### config.mk
export PLATFORM = sky130hd
export DESIGN_NAME = inst_encoder
export DESIGN_NICKNAME = d
export VERILOG_FILES = /design/src/rtl/inst_pkg.sv /design/src/rtl/inst_pack.sv /design/src/rtl/inst_encoder.sv
export SDC_FILE = /design/constraint.sdc
export NUM_CORES = 1
export LEC_CHECK = 0
export ABC_AREA = 1
export BUFFER_PORTS_ARGS = -buffer_cell sky130_fd_sc_hd__buf_2
export CORE_MARGIN = 2
export CORE_UTILIZATION = 54
export CTS_BUF_LIST = sky130_fd_sc_hd__clkbuf_16
export CTS_CLUSTER_DIAMETER = 60
export CTS_CLUSTER_SIZE = 10
export DETAILED_ROUTE_END_ITERATION = 8
export HOLD_SLACK_MARGIN = 0.05
export PLACE_DENSITY = 0.85
export SYNTH_ARGS = -nofsm -noshare
export SYNTH_HDL_FRONTEND = slang
export SYNTH_SLANG_ARGS = --single-unit
### constraint.sdc
create_clock -name clk -period 3.2 [get_ports clk]
set_input_delay 0.48 -clock clk [delete_from_list [all_inputs] [get_ports clk]]
set_output_delay 0.48 -clock clk [all_outputs]
set_load 0.03 [all_outputs]
### src/rtl/inst_pkg.sv
// rtl/inst_pkg.sv - RV32I opcode constants and instruction format enum
// Shared by the encoder, decoder and control logic.
package inst_pkg;

  localparam logic [6:0] OP_REG    = 7'b0110011;
  localparam logic [6:0] OP_IMM    = 7'b0010011;
  localparam logic [6:0] OP_LOAD   = 7'b0000011;
  localparam logic [6:0] OP_STORE  = 7'b0100011;
  localparam logic [6:0] OP_BRANCH = 7'b1100011;
  localparam logic [6:0] OP_LUI    = 7'b0110111;
  localparam logic [6:0] OP_AUIPC  = 7'b0010111;
  localparam logic [6:0] OP_JAL    = 7'b1101111;
  localparam logic [6:0] OP_JALR   = 7'b1100111;
  localparam logic [6:0] OP_SYSTEM = 7'b1110011;

  typedef enum logic [2:0] {
    FMT_R, FMT_I, FMT_S, FMT_B, FMT_U, FMT_J, FMT_ILL
  } fmt_t;

  function automatic fmt_t fmt_of(input logic [6:0] op);
    case (op)
      OP_REG:                              return FMT_R;
      OP_IMM, OP_LOAD, OP_JALR, OP_SYSTEM: return FMT_I;
      OP_STORE:                            return FMT_S;
      OP_BRANCH:                           return FMT_B;
      OP_LUI, OP_AUIPC:                    return FMT_U;
      OP_JAL:                              return FMT_J;
      default:                             return FMT_ILL;
    endcase
  endfunction

endpackage

### src/rtl/inst_pack.sv
// rtl/inst_pack.sv - combinational RV32I field packer (fmt, word, imm_ok)
// Range checking of the immediate is built only with INST_ENCODER_IMM_CHECK_EN.
module inst_pack
  import inst_pkg::*;
(
  input  logic [6:0]  i_opcode,
  input  logic [4:0]  i_rd,
  input  logic [4:0]  i_rs,
  input  logic [4:0]  i_rs2,
  input  logic [2:0]  i_funct3,
  input  logic [6:0]  i_funct7,
  input  logic [31:0] i_imm,
  output fmt_t        o_fmt,
  output logic [31:0] o_word,
  output logic        o_imm_ok
);

  logic w_shift;

  // slli/srli/srai carry funct7 in the upper immediate bits
  assign w_shift = (i_opcode == OP_IMM) && (i_funct3[1:0] == 2'b01);
  assign o_fmt   = fmt_of(i_opcode);

  always_comb begin
    o_word = '0;
    case (o_fmt)
      FMT_R: o_word = {i_funct7, i_rs2, i_rs, i_funct3, i_rd, i_opcode};
      FMT_I: begin
        if (w_shift)
          o_word = {i_funct7, i_imm[4:0], i_rs, i_funct3, i_rd, i_opcode};
        else
          o_word = {i_imm[11:0], i_rs, i_funct3, i_rd, i_opcode};
      end
      FMT_S: o_word = {i_imm[11:5], i_rs2, i_rs, i_funct3, i_imm[4:0], i_opcode};
      FMT_B: o_word = {i_imm[12], i_imm[10:5], i_rs2, i_rs, i_funct3,
                       i_imm[4:1], i_imm[11], i_opcode};
      FMT_U: o_word = {i_imm[31:12], i_rd, i_opcode};
      FMT_J: o_word = {i_imm[20], i_imm[10:1], i_imm[11], i_imm[19:12], i_rd, i_opcode};
      default: o_word = '0;
    endcase
  end

`ifdef INST_ENCODER_IMM_CHECK_EN
  logic w_fit12;
  logic w_fit13;
  logic w_fit21;

  // a signed value fits in N bits when bits [31:N-1] are all copies of the sign
  assign w_fit12 = (&i_imm[31:11]) || !(|i_imm[31:11]);
  assign w_fit13 = (&i_imm[31:12]) || !(|i_imm[31:12]);
  assign w_fit21 = (&i_imm[31:20]) || !(|i_imm[31:20]);

  always_comb begin
    o_imm_ok = 1'b1;
    case (o_fmt)
      FMT_I, FMT_S: o_imm_ok = w_fit12;
      FMT_B:        o_imm_ok = w_fit13 && !i_imm[0];
      FMT_J:        o_imm_ok = w_fit21 && !i_imm[0];
      FMT_U:        o_imm_ok = (i_imm[11:0] == 12'd0);
      default:      o_imm_ok = 1'b1;
    endcase
  end
`else
  assign o_imm_ok = 1'b1;
`endif

endmodule

### src/rtl/inst_encoder.sv
// rtl/inst_encoder.sv - RV32I field encoder streaming words to instruction memory
// Optional immediate range check: INST_ENCODER_IMM_CHECK_EN.
module inst_encoder
  import inst_pkg::*;
#(
  parameter int ADDR_W    = 10,
  parameter int BASE_ADDR = 0
) (
  input  logic              clk,
  input  logic              rst,
  input  logic              clear,
  input  logic              in_valid,
  output logic              in_ready,
  input  logic [6:0]        opcode,
  input  logic [4:0]        rd,
  input  logic [4:0]        rs,
  input  logic [4:0]        rs2,
  input  logic [2:0]        funct3,
  input  logic [6:0]        funct7,
  input  logic [31:0]       imm,
  output logic              out_valid,
  input  logic              out_ready,
  output logic [ADDR_W-1:0] out_addr,
  output logic [31:0]       out_data,
  output logic              full,
  output logic              err_illegal,
  output logic              err_imm
);

  localparam logic [ADDR_W-1:0] LP_BASE = ADDR_W'(BASE_ADDR);
  localparam logic [ADDR_W-1:0] LP_LAST = {ADDR_W{1'b1}};

  fmt_t              w_fmt;
  logic [31:0]       w_word;
  logic              w_imm_ok;
  logic              w_in_xfer;
  logic              w_legal;
  logic              w_accept;
  logic              w_out_xfer;

  logic              r_main_valid;
  logic [31:0]       r_main_data;
  logic [ADDR_W-1:0] r_main_addr;
  logic              r_skid_valid;
  logic [31:0]       r_skid_data;
  logic [ADDR_W-1:0] r_skid_addr;
  logic [ADDR_W-1:0] r_addr;
  logic              r_full;
  logic              r_err_illegal;

  inst_pack u_pack (
    .i_opcode (opcode),
    .i_rd     (rd),
    .i_rs     (rs),
    .i_rs2    (rs2),
    .i_funct3 (funct3),
    .i_funct7 (funct7),
    .i_imm    (imm),
    .o_fmt    (w_fmt),
    .o_word   (w_word),
    .o_imm_ok (w_imm_ok)
  );

  // in_ready depends only on registered state, never on out_ready
  assign in_ready   = !r_full && !r_skid_valid;
  assign w_in_xfer  = in_valid && in_ready;
  assign w_legal    = (w_fmt != FMT_ILL);
  assign w_accept   = w_in_xfer && w_legal && w_imm_ok;
  assign w_out_xfer = r_main_valid && out_ready;

  assign out_valid   = r_main_valid;
  assign out_data    = r_main_data;
  assign out_addr    = r_main_addr;
  assign full        = r_full;
  assign err_illegal = r_err_illegal;

  always_ff @(posedge clk) begin
    if (rst || clear) begin
      r_main_valid  <= 1'b0;
      r_main_data   <= '0;
      r_main_addr   <= '0;
      r_skid_valid  <= 1'b0;
      r_skid_data   <= '0;
      r_skid_addr   <= '0;
      r_addr        <= LP_BASE;
      r_full        <= 1'b0;
      r_err_illegal <= 1'b0;
    end else begin
      r_err_illegal <= w_in_xfer && !w_legal;
      if (w_accept) begin
        if (r_addr == LP_LAST) r_full <= 1'b1;
        else                   r_addr <= r_addr + ADDR_W'(1);
      end
      // skid is only ever occupied behind a valid main entry, and blocks new input
      if (w_out_xfer || !r_main_valid) begin
        if (r_skid_valid) begin
          r_main_data  <= r_skid_data;
          r_main_addr  <= r_skid_addr;
          r_skid_valid <= 1'b0;
        end else begin
          r_main_valid <= w_accept;
          if (w_accept) begin
            r_main_data <= w_word;
            r_main_addr <= r_addr;
          end
        end
      end else if (w_accept) begin
        r_skid_valid <= 1'b1;
        r_skid_data  <= w_word;
        r_skid_addr  <= r_addr;
      end
    end
  end

`ifdef INST_ENCODER_IMM_CHECK_EN
  logic r_err_imm;

  always_ff @(posedge clk) begin
    if (rst || clear) r_err_imm <= 1'b0;
    else              r_err_imm <= w_in_xfer && w_legal && !w_imm_ok;
  end

  assign err_imm = r_err_imm;
`else
  assign err_imm = 1'b0;
`endif

endmodule
[After elaboration in Yosys (flattened, before gate mapping)]
Index checks and enable logic that the tools add are counted.
Word-level totals
  bits in registers: 98
  input bits: 69
  output and inout port bits: 47
  logic and storage cells: 60
Cells by class
  add/sub/neg operators: 1
  equal/unequal tests: 18
  multiplexer cells: 7
  bitwise operators: 3
  reductions and logical operators: 22
Operators with widths (count)
  $pmux W32 S6: 1
  $mux W32: 3
  $eq A7 B7 Y1 const B: 4
  $eq A7 B6 Y1 const B: 3
  $mux W10: 2
  $pmux W3 S6: 1
  $eq A7 B5 Y1 const B: 2
  $add A10 B1 Y10 const B: 1
  $eq A10 B10 Y1 const B: 1
  $reduce_and A2 Y1: 5
  $eq A7 B2 Y1 const B: 1
  $eq A3 B2 Y1 const B: 2
  $eq A3 B3 Y1 const B: 2
  $logic_and A1 B1 Y1: 6
  $logic_not A1 Y1: 4
  $reduce_or A2 Y1: 2
  $reduce_or A4 Y1: 1
  $eq A3 B1 Y1 const B: 1
  $logic_not A3 Y1: 1
  $ne A3 B3 Y1 const B: 1
  $not A1 Y1: 3
  $eq A2 B1 Y1 const B: 1
  $logic_or A1 B1 Y1: 2
  $reduce_bool A2 Y1: 1

[Logic depth before layout (Yosys ltp)]
Gate-level depths: netlist (run 1).
  depth in word-level cells: 7
  depth in mapped cells: 20
  mapped depth without buffers: 19

[Cells and area by module]
Synthesis (run 1) repeated with hierarchy kept, for this count alone.
Unflattened totals
  cells, all modules: 819
  area, all modules: 5532.8 um2
By module, submodules not included
  inst_encoder: instances 1, cells an instance 586, area an instance 4344.2 um2, seq. area each 1961.9 um2
  inst_pack: instances 1, cells an instance 233, area an instance 1188.6 um2, seq. area each 0.0 um2

[Worst setup path after synthesis (run 1)]
No wires, ideal clock.
  path type: input to register
  start point: input port opcode[0]
  end point: register r_main_data[4], in the netlist out_data[4]
  library setup time: 0.115 ns
  arrival: 2.267 ns
  data required time: 3.085 ns
  slack: 0.818 ns
  cell stages on the path: 18
  path buffers: 2
  path through: nand2_2 inv_1 nand2_1 o21ai_2 inv_2 ha_1 inv_1 nor2_1 nand3_4 nand2_2 inv_2 nor2_4 nor2_2 inv_2 buf_6 buf_6 o21ai_0 inv_1
Between the ends
  word-level cells in the longest chain between the ends: 7
  elaborated cells between the ends (all ways): 26
  those cells by class: 16 x eq/ne; 4 x mux; 6 x reduce/logical
Ends and longest elaborated chain
  from (decl): RTL line inst_encoder.sv:14  | input logic [6:0] opcode,
  $eq A7 B2 Y1 (tied with other cells): RTL line inst_pkg.sv:21  | case (op)
  $reduce_or A4 Y1 or $reduce_or A2 Y1 (tied branches): RTL line inst_pkg.sv:21
  $pmux W3 S6 *: RTL line inst_pkg.sv:21
  $eq A3 B3 Y1 (tied with other cells): RTL line inst_pack.sv:26  | case (o_fmt)
  $pmux W32 S6 or $logic_and A1 B1 Y1 (tied branches): RTL line inst_pack.sv:26, inst_encoder.sv:68
  $mux W32 or $reduce_bool A2 Y1 (tied branches)
  $mux W32 or $reduce_and A2 Y1 (tied branches)
  to (signal assigned): RTL line inst_encoder.sv:97  | r_main_data <= r_skid_data;
  to (signal assigned): RTL line inst_encoder.sv:103  | r_main_data <= w_word;
  to (decl): RTL line inst_encoder.sv:42  | logic [31:0] r_main_data;
Every way passes the cells marked *; elsewhere a longest branch is shown, timed or not. The select of a mux whose other input is x is not followed.
A chain may end at the register's enable or synchronous reset.

[Worst setup path after layout (run 1)]
  start point: input port opcode[6]
  end point: register r_main_data[13], in the netlist out_data[13]
The elaborated chain is that of the path after synthesis.

==> out/results.txt, run 1 <==
Least setup slack across all paths after layout = 0.519 ns
Initial DRT Pass Iterations = 5
Measured slew at the worst slew-check pin = 0.756 ns
Count of port buffers added during placement = 114
Maximum clock insertion buffer count = 2
Final hold slack = 0.439 ns
Tightest slew margin relative to the limit = 49.6%
FFs w/ async S/R, synth = 0%
Synth cell types = 32
Post-synthesis cell count = 701
Clock sinks = 98
P per Cell Area = 464 nW/um2
Leading cell type by number of instances after synthesis = sky130_fd_sc_hd__nand2_1
Starting density of the core = 55.3%
Number of enable-type register cells in the synthesized netlist = 0
Top cell types by occurrence after synthesis = sky130_fd_sc_hd__nand2_1 (154), sky130_fd_sc_hd__a21oi_1 (116), sky130_fd_sc_hd__dfxtp_1 (98)
I/O pin count = 116
Routability Congestion = 0.853
Post-synthesis net count = 772
Avg WL per Cell = 14.9 um
Area inside the core boundary = 8680 um2
Die Y-Extent = 98.3 um
Number of nets in the final layout = 864
Rows = 34
Detailed placer's ending HPWL = 9.42 mm
Number of register bits inferred by synthesis = 98
Clk pwr share = 45.7%
Critical path peak fanout = 37
Clock Skew = 0.00446 ns
Detailed-route DRC error count = 0
Synthesis-to-finish area growth = 18.8%
Number of buffers inserted by post-CTS setup repair = 0
RSZ-0062 raised after global routing = false
Clock period minus final worst setup slack = 2.68 ns
Endpoint arrival time on the critical path = 2.98 ns
Internal power summed over all cells = 2.05 mW
CTS tree = built
Detailed Route WL = 13.5 mm
Final setup violation count = 0
Final-report hold violation count = 0
Number of vias per cell after detailed routing = 5.54
Cell area after technology mapping = 4800 um2
Endpoint kind of the worst setup timing path = register
Top cell type's share of synthesized area = 40.9%
Largest net degree at the start of global routing = 49
Portion of the clock cycle consumed by the worst path in the final layout = 83.8%
Number of cells upsized or downsized after cts = 0
Most used DFF post-synth = sky130_fd_sc_hd__dfxtp_1
Post-synthesis sequential area ratio = 40.9%
Drt first-iter violations = 306
Number of antenna violations at the first check in global routing = 0
Horiz. Die Dim = 98.3 um
Clock edge transition at the registers on the reported setup and hold paths = 0.06 ns
Wire length of the first global-routing pass = 22.7 mm
Switching Fraction = 22.6%
Top area cells in the synthesized netlist = sky130_fd_sc_hd__dfxtp_1 (41%), sky130_fd_sc_hd__a21oi_1 (12%), sky130_fd_sc_hd__nand2_1 (12%)
Synth warn = 0
Clk root buf = sky130_fd_sc_hd__clkbuf_16
Total negative setup slack = 0 ns
Post-Place Setup Slack = 0.206 ns
Worst Setup Path Type = input pin to register
Number of clock buffers inserted by TritonCTS = 9
Clock insertion delay at the later pin of the skew report = 0.35 ns
Register share of total power = 46.5%
Switching pwr = 0.599 mW
Synthesized area per cell = 6.85 um2
Residual overflow from global routing = 0
Total die area = 9660 um2
GR Util All Layers = 28.7%
Run status = completed
Data required time of the critical path = 3.50 ns
Vias in the first global route = 4,909
Static power due to leakage = 2.57 nW
Pins Over Slew Limit = 0
Hold-fix buffers, CTS = 0
Launching element type of the critical path = input pin
Proportion of layout cells with a drive suffix above 1 = 20.7%
Count of inserted antenna diode cells = 0
Min-Delay Path Class = input pin to register
Largest area contributor in the synthesized netlist = sky130_fd_sc_hd__dfxtp_1
FMAX = 373 MHz
Post-DRT Antenna Nets = 0
Peak supply drop = 0.000340 V
Total number of vias = 5,023
Number of levels the H-tree was split into = 3
Maximum capacitance violations = 0
Gate power share = 7.8%
-- final timing paths --
path	cells past startpoint	startpoint	end	slack [ns]
setup reg to reg	12	full	out_data[13]	1.33
hold / removal	3	in_valid	err_illegal	0.44
hold reg to reg	2	r_skid_data[18]	r_skid_data[18]	0.47
setup / recovery	18	opcode[6]	out_data[13]	0.52
-- power groups by stage --
stage | sequential (mW) | clock, mW | combinational [mW]
2_1_floorplan | 1.27 | 0 | 0.109
3_3_place_gp | 1.26 | 0 | 0.199
3_5_place_dp | 1.26 | 0 | 0.204
4_1_cts | 1.23 | 1.22 | 0.205
5_1_grt | 1.23 | 1.27 | 0.227
6_report | 1.23 | 1.21 | 0.207
-- metrics by stage --
stage	total power, mW	utilization [%]	cell area [um2]	cells
floorplan	1.38	-	4800	701
global placement	1.46	61.9	5370	890
detailed placement	1.46	61.9	5370	890
CTS	2.65	65.8	5710	906
global route	2.73	65.8	5710	906
finish	2.65	65.8	5710	906
-- metal layers --
layer | vias up | GRT usage, % | wire length, um
li1 | 2515 | - | -
met5 | - | 0 | 0
met4 | 0 | 9.27 | 325
met1 | 2293 | 35.9 | 5730
met2 | 190 | 49.7 | 6630
met3 | 25 | 5.87 | 847
-- kinds of logic after synthesis --
kind of cell | Yosys count | synth area share, %
compound gates | 217 | 23.4
fa+ha+maj | 2 | 0.521
buf+inv | 97 | 8.96
flops | 98 | 40.9
other cells | 1 | 0.0781
simple gates | 286 | 26.2
-- final cells by class --
type                    instances  area (um2)
clock buffers                   9         225
clock inverters                 7         109
fillers                       772        2970
inverters                      54         203
multi-input cells             506        2430
flip-flops and latches         98        1960
well taps                     108         135
repair buffers                124         646
-- worst max-delay path: stages --
cell and delay, ns:
sky130_fd_sc_hd__buf_2 0.13, sky130_fd_sc_hd__inv_1 0.14, sky130_fd_sc_hd__nand2_1 0.09, sky130_fd_sc_hd__o21ai_2 0.32, sky130_fd_sc_hd__inv_2 0.12, sky130_fd_sc_hd__ha_1 0.21
sky130_fd_sc_hd__inv_1 0.05, sky130_fd_sc_hd__nor2_1 0.06, sky130_fd_sc_hd__nand3_4 0.15, sky130_fd_sc_hd__nand2_2 0.11, sky130_fd_sc_hd__inv_2 0.11, sky130_fd_sc_hd__nor2_4 0.05
sky130_fd_sc_hd__nor2_4 0.13, sky130_fd_sc_hd__buf_4 0.37, sky130_fd_sc_hd__o21ai_0 0.14, sky130_fd_sc_hd__o21ai_0 0.17, sky130_fd_sc_hd__nand2_1 0.06, sky130_fd_sc_hd__inv_1 0.06
-- state kept, by name, indices dropped and copies added (netlist names) --
name,cells
out_data,32
r_skid_data,32
out_addr,10
r_addr,10
r_skid_addr,10
err_illegal,1
full,1
out_valid,1
r_skid_valid,1
-- placed cells by master, fill, tap and decap left out --
master                         n
sky130_fd_sc_hd__clkbuf_16     9
sky130_fd_sc_hd__o21ai_1      17
sky130_fd_sc_hd__nand3_4       1
sky130_fd_sc_hd__nor3b_1       1
sky130_fd_sc_hd__nand2_2       5
sky130_fd_sc_hd__bufinv_16     3
sky130_fd_sc_hd__nor3_2        4
sky130_fd_sc_hd__o21ai_2       1
sky130_fd_sc_hd__dfxtp_1      98
sky130_fd_sc_hd__clkinv_1      2
sky130_fd_sc_hd__clkinvlp_4    1
sky130_fd_sc_hd__a21oi_1     116
sky130_fd_sc_hd__nand4_1       4
sky130_fd_sc_hd__nor4_1        2
sky130_fd_sc_hd__ha_1          2
sky130_fd_sc_hd__nor2_4        5
sky130_fd_sc_hd__inv_1        49
sky130_fd_sc_hd__buf_2       114
sky130_fd_sc_hd__nor2_2        4
sky130_fd_sc_hd__o21ai_4       1
sky130_fd_sc_hd__nor2_1       44
sky130_fd_sc_hd__a22o_1        3
sky130_fd_sc_hd__buf_4        10
sky130_fd_sc_hd__a31oi_1       2
sky130_fd_sc_hd__nor3_1        6
sky130_fd_sc_hd__o21ai_0      74
sky130_fd_sc_hd__nand3_1      55
sky130_fd_sc_hd__a221oi_1      1
sky130_fd_sc_hd__nand2_1     154
sky130_fd_sc_hd__nand2_4       1
sky130_fd_sc_hd__inv_2         6
sky130_fd_sc_hd__o21a_1        2
sky130_fd_sc_hd__conb_1        1
Power figures use the tool's default switching activity.
==> run 2: changes to the inputs <==
--- a/config.mk
+++ b/config.mk
@@ -5,16 +5,16 @@
 export SDC_FILE = /design/constraint.sdc
 export NUM_CORES = 1
 export LEC_CHECK = 0
-export ABC_AREA = 1
+export ABC_AREA = 0
 export BUFFER_PORTS_ARGS = -buffer_cell sky130_fd_sc_hd__buf_2
 export CORE_MARGIN = 2
-export CORE_UTILIZATION = 54
+export CORE_UTILIZATION = 49
 export CTS_BUF_LIST = sky130_fd_sc_hd__clkbuf_16
 export CTS_CLUSTER_DIAMETER = 60
 export CTS_CLUSTER_SIZE = 10
 export DETAILED_ROUTE_END_ITERATION = 8
 export HOLD_SLACK_MARGIN = 0.05
-export PLACE_DENSITY = 0.85
+export PLACE_DENSITY = 0.82
 export SYNTH_ARGS = -nofsm -noshare
 export SYNTH_HDL_FRONTEND = slang
 export SYNTH_SLANG_ARGS = --single-unit
==> constraint.sdc (replaced) <==
create_clock -name clk -period 2.2 [get_ports clk]
set_input_delay 0.33 -clock clk [delete_from_list [all_inputs] [get_ports clk]]
set_output_delay 0.33 -clock clk [all_outputs]
set_load 0.03 [all_outputs]
==> run 2 against run 1 <==
Effect of this change: combinational power increased by 86%; first-iteration DRC count increased by 79%; cell count decreased by 2.1%; largest power group unchanged; critical path type unchanged; sequential share of layout area is 6.3 points lower; sequential cell count unchanged; worst hold slack worse by 0.093 ns; clock power increased by 26%; the flow now finishes with violations (negative setup slack); utilization rose by 5.8 points; register-to-register slack lost 1.3 ns; critical path depth decreased by 4; wire length rose by 30%.
==> out/results.txt, run 2 <==
Run status = finished with violations
Violations in the final reports = negative setup slack
Worst flop-to-flop path endpoint = r_addr[4]
Internal power summed over all cells = 2.74 mW (+33%)
FFs w/ async S/R, synth = 0% (unchanged)
Number of vias per cell after detailed routing = 6.31 (+14%)
Hold-fix buffers, CTS = 0 (unchanged)
Clock edge transition at the registers on the reported setup and hold paths = 0.07 ns (about the same)
Endpoint kind of the worst setup timing path = register
Top area cells in the synthesized netlist = sky130_fd_sc_hd__dfxtp_1 (40%), sky130_fd_sc_hd__nand2_1 (6.5%), sky130_fd_sc_hd__a21oi_1 (6.1%)
Post-synthesis net count = 663 (-14%)
Data required time of the critical path = 2.41 ns (-1.09 ns)
Number of enable-type register cells in the synthesized netlist = 0 (unchanged)
FILL cells = 698 (-9.6%)
Final setup violation count = 94 (+94)
Number of stages on the worst hold path = 4 (+1)
Measured slew at the worst slew-check pin = 0.723 ns (-0.0325 ns)
Horiz. Die Dim = 104 um (+6.0%)
Avg WL per Cell = 19.9 um (+33%)
Count of inserted antenna diode cells = 0 (unchanged)
Clock insertion delay at the later pin of the skew report = 0.36 ns (about the same)
Least setup slack across all paths after layout = -0.226 ns (-0.746 ns)
Clk pwr share = 41.3% (-4.4 points)
Worst Setup Path Type = input pin to register
P per Cell Area = 529 nW/um2 (+14%)
Most common cell after layout, fill and taps aside = sky130_fd_sc_hd__buf_2
Static power due to leakage = 2.84 nW (+11%)
Largest net degree at the start of global routing = 59 (+20%)
Initial DRT Pass Iterations = 7 (+2)
Residual overflow from global routing = 0 (unchanged)
Final-report hold violation count = 0 (unchanged)
Reg-to-Reg Start = r_addr[1]
Die Y-Extent = 104 um (+6.0%)
Cells after DPL = 849 (-4.6%)
Maximum capacitance violations = 0 (unchanged)
Detailed Route WL = 17.6 mm (+30%)
Launching element type of the critical path = input pin
Largest area contributor in the synthesized netlist = sky130_fd_sc_hd__dfxtp_1
Number of standard cells in the layout, taps in and fillers out = 887 (-2.1%)
Clock sinks = 98 (unchanged)
Total number of vias = 5,593 (+11%)
Area taken by multi-input logic gates = 3110 um2 (+28%)
Number of antenna violations at the first check in global routing = 0 (unchanged)
Area inside the core boundary = 9770 um2 (+13%)
Met2 Resource Use GR = 43.5% (-6.2 points)
Most frequent cells in the layout = sky130_fd_sc_hd__buf_2 (110), sky130_fd_sc_hd__dfxtp_1 (97), sky130_fd_sc_hd__nand2_1 (63)
Detailed-route DRC error count = 0 (unchanged)
CTS tree = built
Clock Skew = 0.0117 ns (+0.00726 ns)
Endpoint arrival time on the critical path = 2.64 ns (-0.34 ns)
Starting density of the core = 50.3% (-5.0 points)
Length in cells of the worst reg-to-reg path = 9 (-3)
Clk root buf = sky130_fd_sc_hd__clkbuf_16
Count of port buffers added during placement = 114 (unchanged)
FMAX = 412 MHz
Routability Congestion = 0.956 (+12%)
Switching Fraction = 26.0% (+3.4 points)
Portion of the clock cycle consumed by the worst path in the final layout = 110%
Tightest slew margin relative to the limit = 51.6% (+2.0 points)
Register-to-Register Setup Slack = 0.07 ns (-1.26 ns)
Post-Place Setup Slack = -0.391 ns (-0.597 ns)
Total die area = 10,900 um2 (+12%)
Most used DFF post-synth = sky130_fd_sc_hd__dfxtp_1
RSZ-0062 raised after global routing = true
Number of levels the H-tree was split into = 3 (unchanged)
Detailed placer's ending HPWL = 10.5 mm (+12%)
Busiest layer in global routing = met2
Synthesized area per cell = 8.31 um2 (+21%)
Top cell types by occurrence after synthesis = sky130_fd_sc_hd__dfxtp_1 (98), sky130_fd_sc_hd__nand2_1 (85), sky130_fd_sc_hd__a21oi_1 (60)
Post-synthesis sequential area ratio = 39.9% (-0.97 points)
Worst Hold Endpoint = out_data[6]
Top cell type's share of synthesized area = 39.9% (-0.97 points)
Synth warn = 0 (unchanged)
GR Util All Layers = 26.7% (-2.0 points)
Synthesis-to-finish area growth = 42.2%
Rows = 36 (+5.9%)
Post-DRT Antenna Nets = 0 (unchanged)
Post-synthesis cell count = 592 (-16%)
Met3 usage = 5.26% (-0.61 points)
Wire length of the first global-routing pass = 23.6 mm (+3.7%)
Pins Over Slew Limit = 0 (unchanged)
Met1 demand-to-capacity share in global routing = 33.6% (-2.3 points)
Register share of total power = 48.2% (+1.7 points)
Clock period minus final worst setup slack = 2.43 ns
Critical path peak fanout = 6 (-84%)
I/O pin count = 116 (unchanged)
Number of register bits inferred by synthesis = 98 (unchanged)
Switching pwr = 0.961 mW (+61%)
Worst Hold Launch = opcode[6]
Min-Delay Path Class = input pin to register
Sequential cell area in the final layout = 1960 um2 (about the same)
Maximum clock insertion buffer count = 2 (unchanged)
Gate power share = 10.4% (+2.6 points)
Synth cell types = 62 (+94%)
Leading cell type by number of instances after synthesis = sky130_fd_sc_hd__dfxtp_1
Peak supply drop = 0.000386 V (+13%)
Cell area after technology mapping = 4920 um2 (+2.4%)
Vias in the first global route = 4,970 (+1.2%)
Number of clock buffers inserted by TritonCTS = 9 (unchanged)
Proportion of layout cells with a drive suffix above 1 = 42.4% (+22 points)
Number of nets in the final layout = 820 (-5.1%)
Drt first-iter violations = 549 (+79%)
==> run 2: cell types whose count changed in the layout (fill, tap and decap cells not counted), sizes merged, moves of 12 or more <==
cell,previous run,this run
a221oi,1,17
nand2,160,85
mux2i,0,12
o2bb2ai,0,13
nand3,56,18
a22o,3,15
buf,124,189
a21oi,116,60
o21ai,93,33
inv,55,10
==> run 2: critical path: stages <==
cell,delay (ns)
sky130_fd_sc_hd__buf_8,0.10
sky130_fd_sc_hd__nand4b_4,0.18
sky130_fd_sc_hd__nor3_4,0.22
sky130_fd_sc_hd__inv_2,0.07
sky130_fd_sc_hd__ha_4,0.18
sky130_fd_sc_hd__o31a_1,0.14
sky130_fd_sc_hd__a32oi_2,0.38
sky130_fd_sc_hd__buf_4,0.20
sky130_fd_sc_hd__and3_4,0.21
sky130_fd_sc_hd__buf_4,0.12
sky130_fd_sc_hd__buf_6,0.11
sky130_fd_sc_hd__nand4_1,0.12
sky130_fd_sc_hd__xor2_1,0.21
sky130_fd_sc_hd__nor2_1,0.06
==> run 2: worst max-delay path by stage <==
stage / from / to / slack, ns / cells after the start
after floorplan: opcode[3] / out_addr[7] / -0.42 / 15
after detailed placement: opcode[3] / r_addr[9] / -0.39 / 12
after global placement: opcode[3] / out_data[19] / -0.31 / 12
final: opcode[3] / r_addr[4] / -0.23 / 14
after CTS: opcode[4] / r_addr[9] / 0.004 / 12
after global routing: opcode[3] / r_addr[4] / -0.26 / 14
==> run 2: metal layers <==
layer / up-vias / wire (um)
li1: 2474 / -
met1: 2623 / 6710
met2: 402 / 8460
met3: 94 / 1630
met4: 0 / 842
met5: - / 0
==> run 2: layout make-up <==
class                           instances  area share [%]
Inverter                                7           0.412
Clock inverter                          7           0.859
Sequential cell                        98            28.1
Tap cell                              133            2.38
Timing Repair Buffer                  195            20.5
Multi-Input combinational cell        438            44.5
Clock buffer                            9            3.22
==> run 2: metrics by stage <==
| step | hold WS (ns) | total power, mW | TNS (ns) | area, um2 | util (%) |
|---|---|---|---|---|---|
| floorplan | 0.427 | 2.01 | -33.83 | 5130 | - |
| global placement | 0.438 | 2.15 | -23.38 | 5980 | 61.2 |
| detailed placement | 0.443 | 2.16 | -30.16 | 5980 | 61.2 |
| CTS | 0.345 | 3.65 | 0 | 6270 | 64.2 |
| global route | 0.363 | 3.80 | -14.18 | 6990 | 71.5 |
| finish | 0.346 | 3.70 | -8.62 | 6990 | 71.5 |
==> run 2: repair_timing <==
action | 4_1_cts | 5_1_grt
pin swaps | 0 | 38
gates resized for setup | 2 | 106
setup buffers | 0 | 13
setup endpoints to repair | 23 | 89
gates cloned | 0 | 9
==> run 2: cells by family (layout without fill, tap and decap cells) <==
kind of cell	Yosys count	count (layout)	synth area share, %
AOI/OAI and AO/OA	185	185	26.1
muxes	22	22	4.73
other	1	1	0.0762
buffers and inverters	56	218	5.55
xor gates and xnor gates	7	7	1.25
and+or+nand+nor	221	221	21.9
DFF	98	98	39.9
adders and majority gates	2	2	0.509
==> run 2: power groups by stage <==
stage	clock network, mW	registers (mW)	logic, mW
floorplan	0	1.84	0.176
global placement	0	1.82	0.321
detailed placement	0	1.82	0.333
CTS	1.53	1.78	0.336
global route	1.60	1.78	0.409
finish	1.53	1.78	0.386
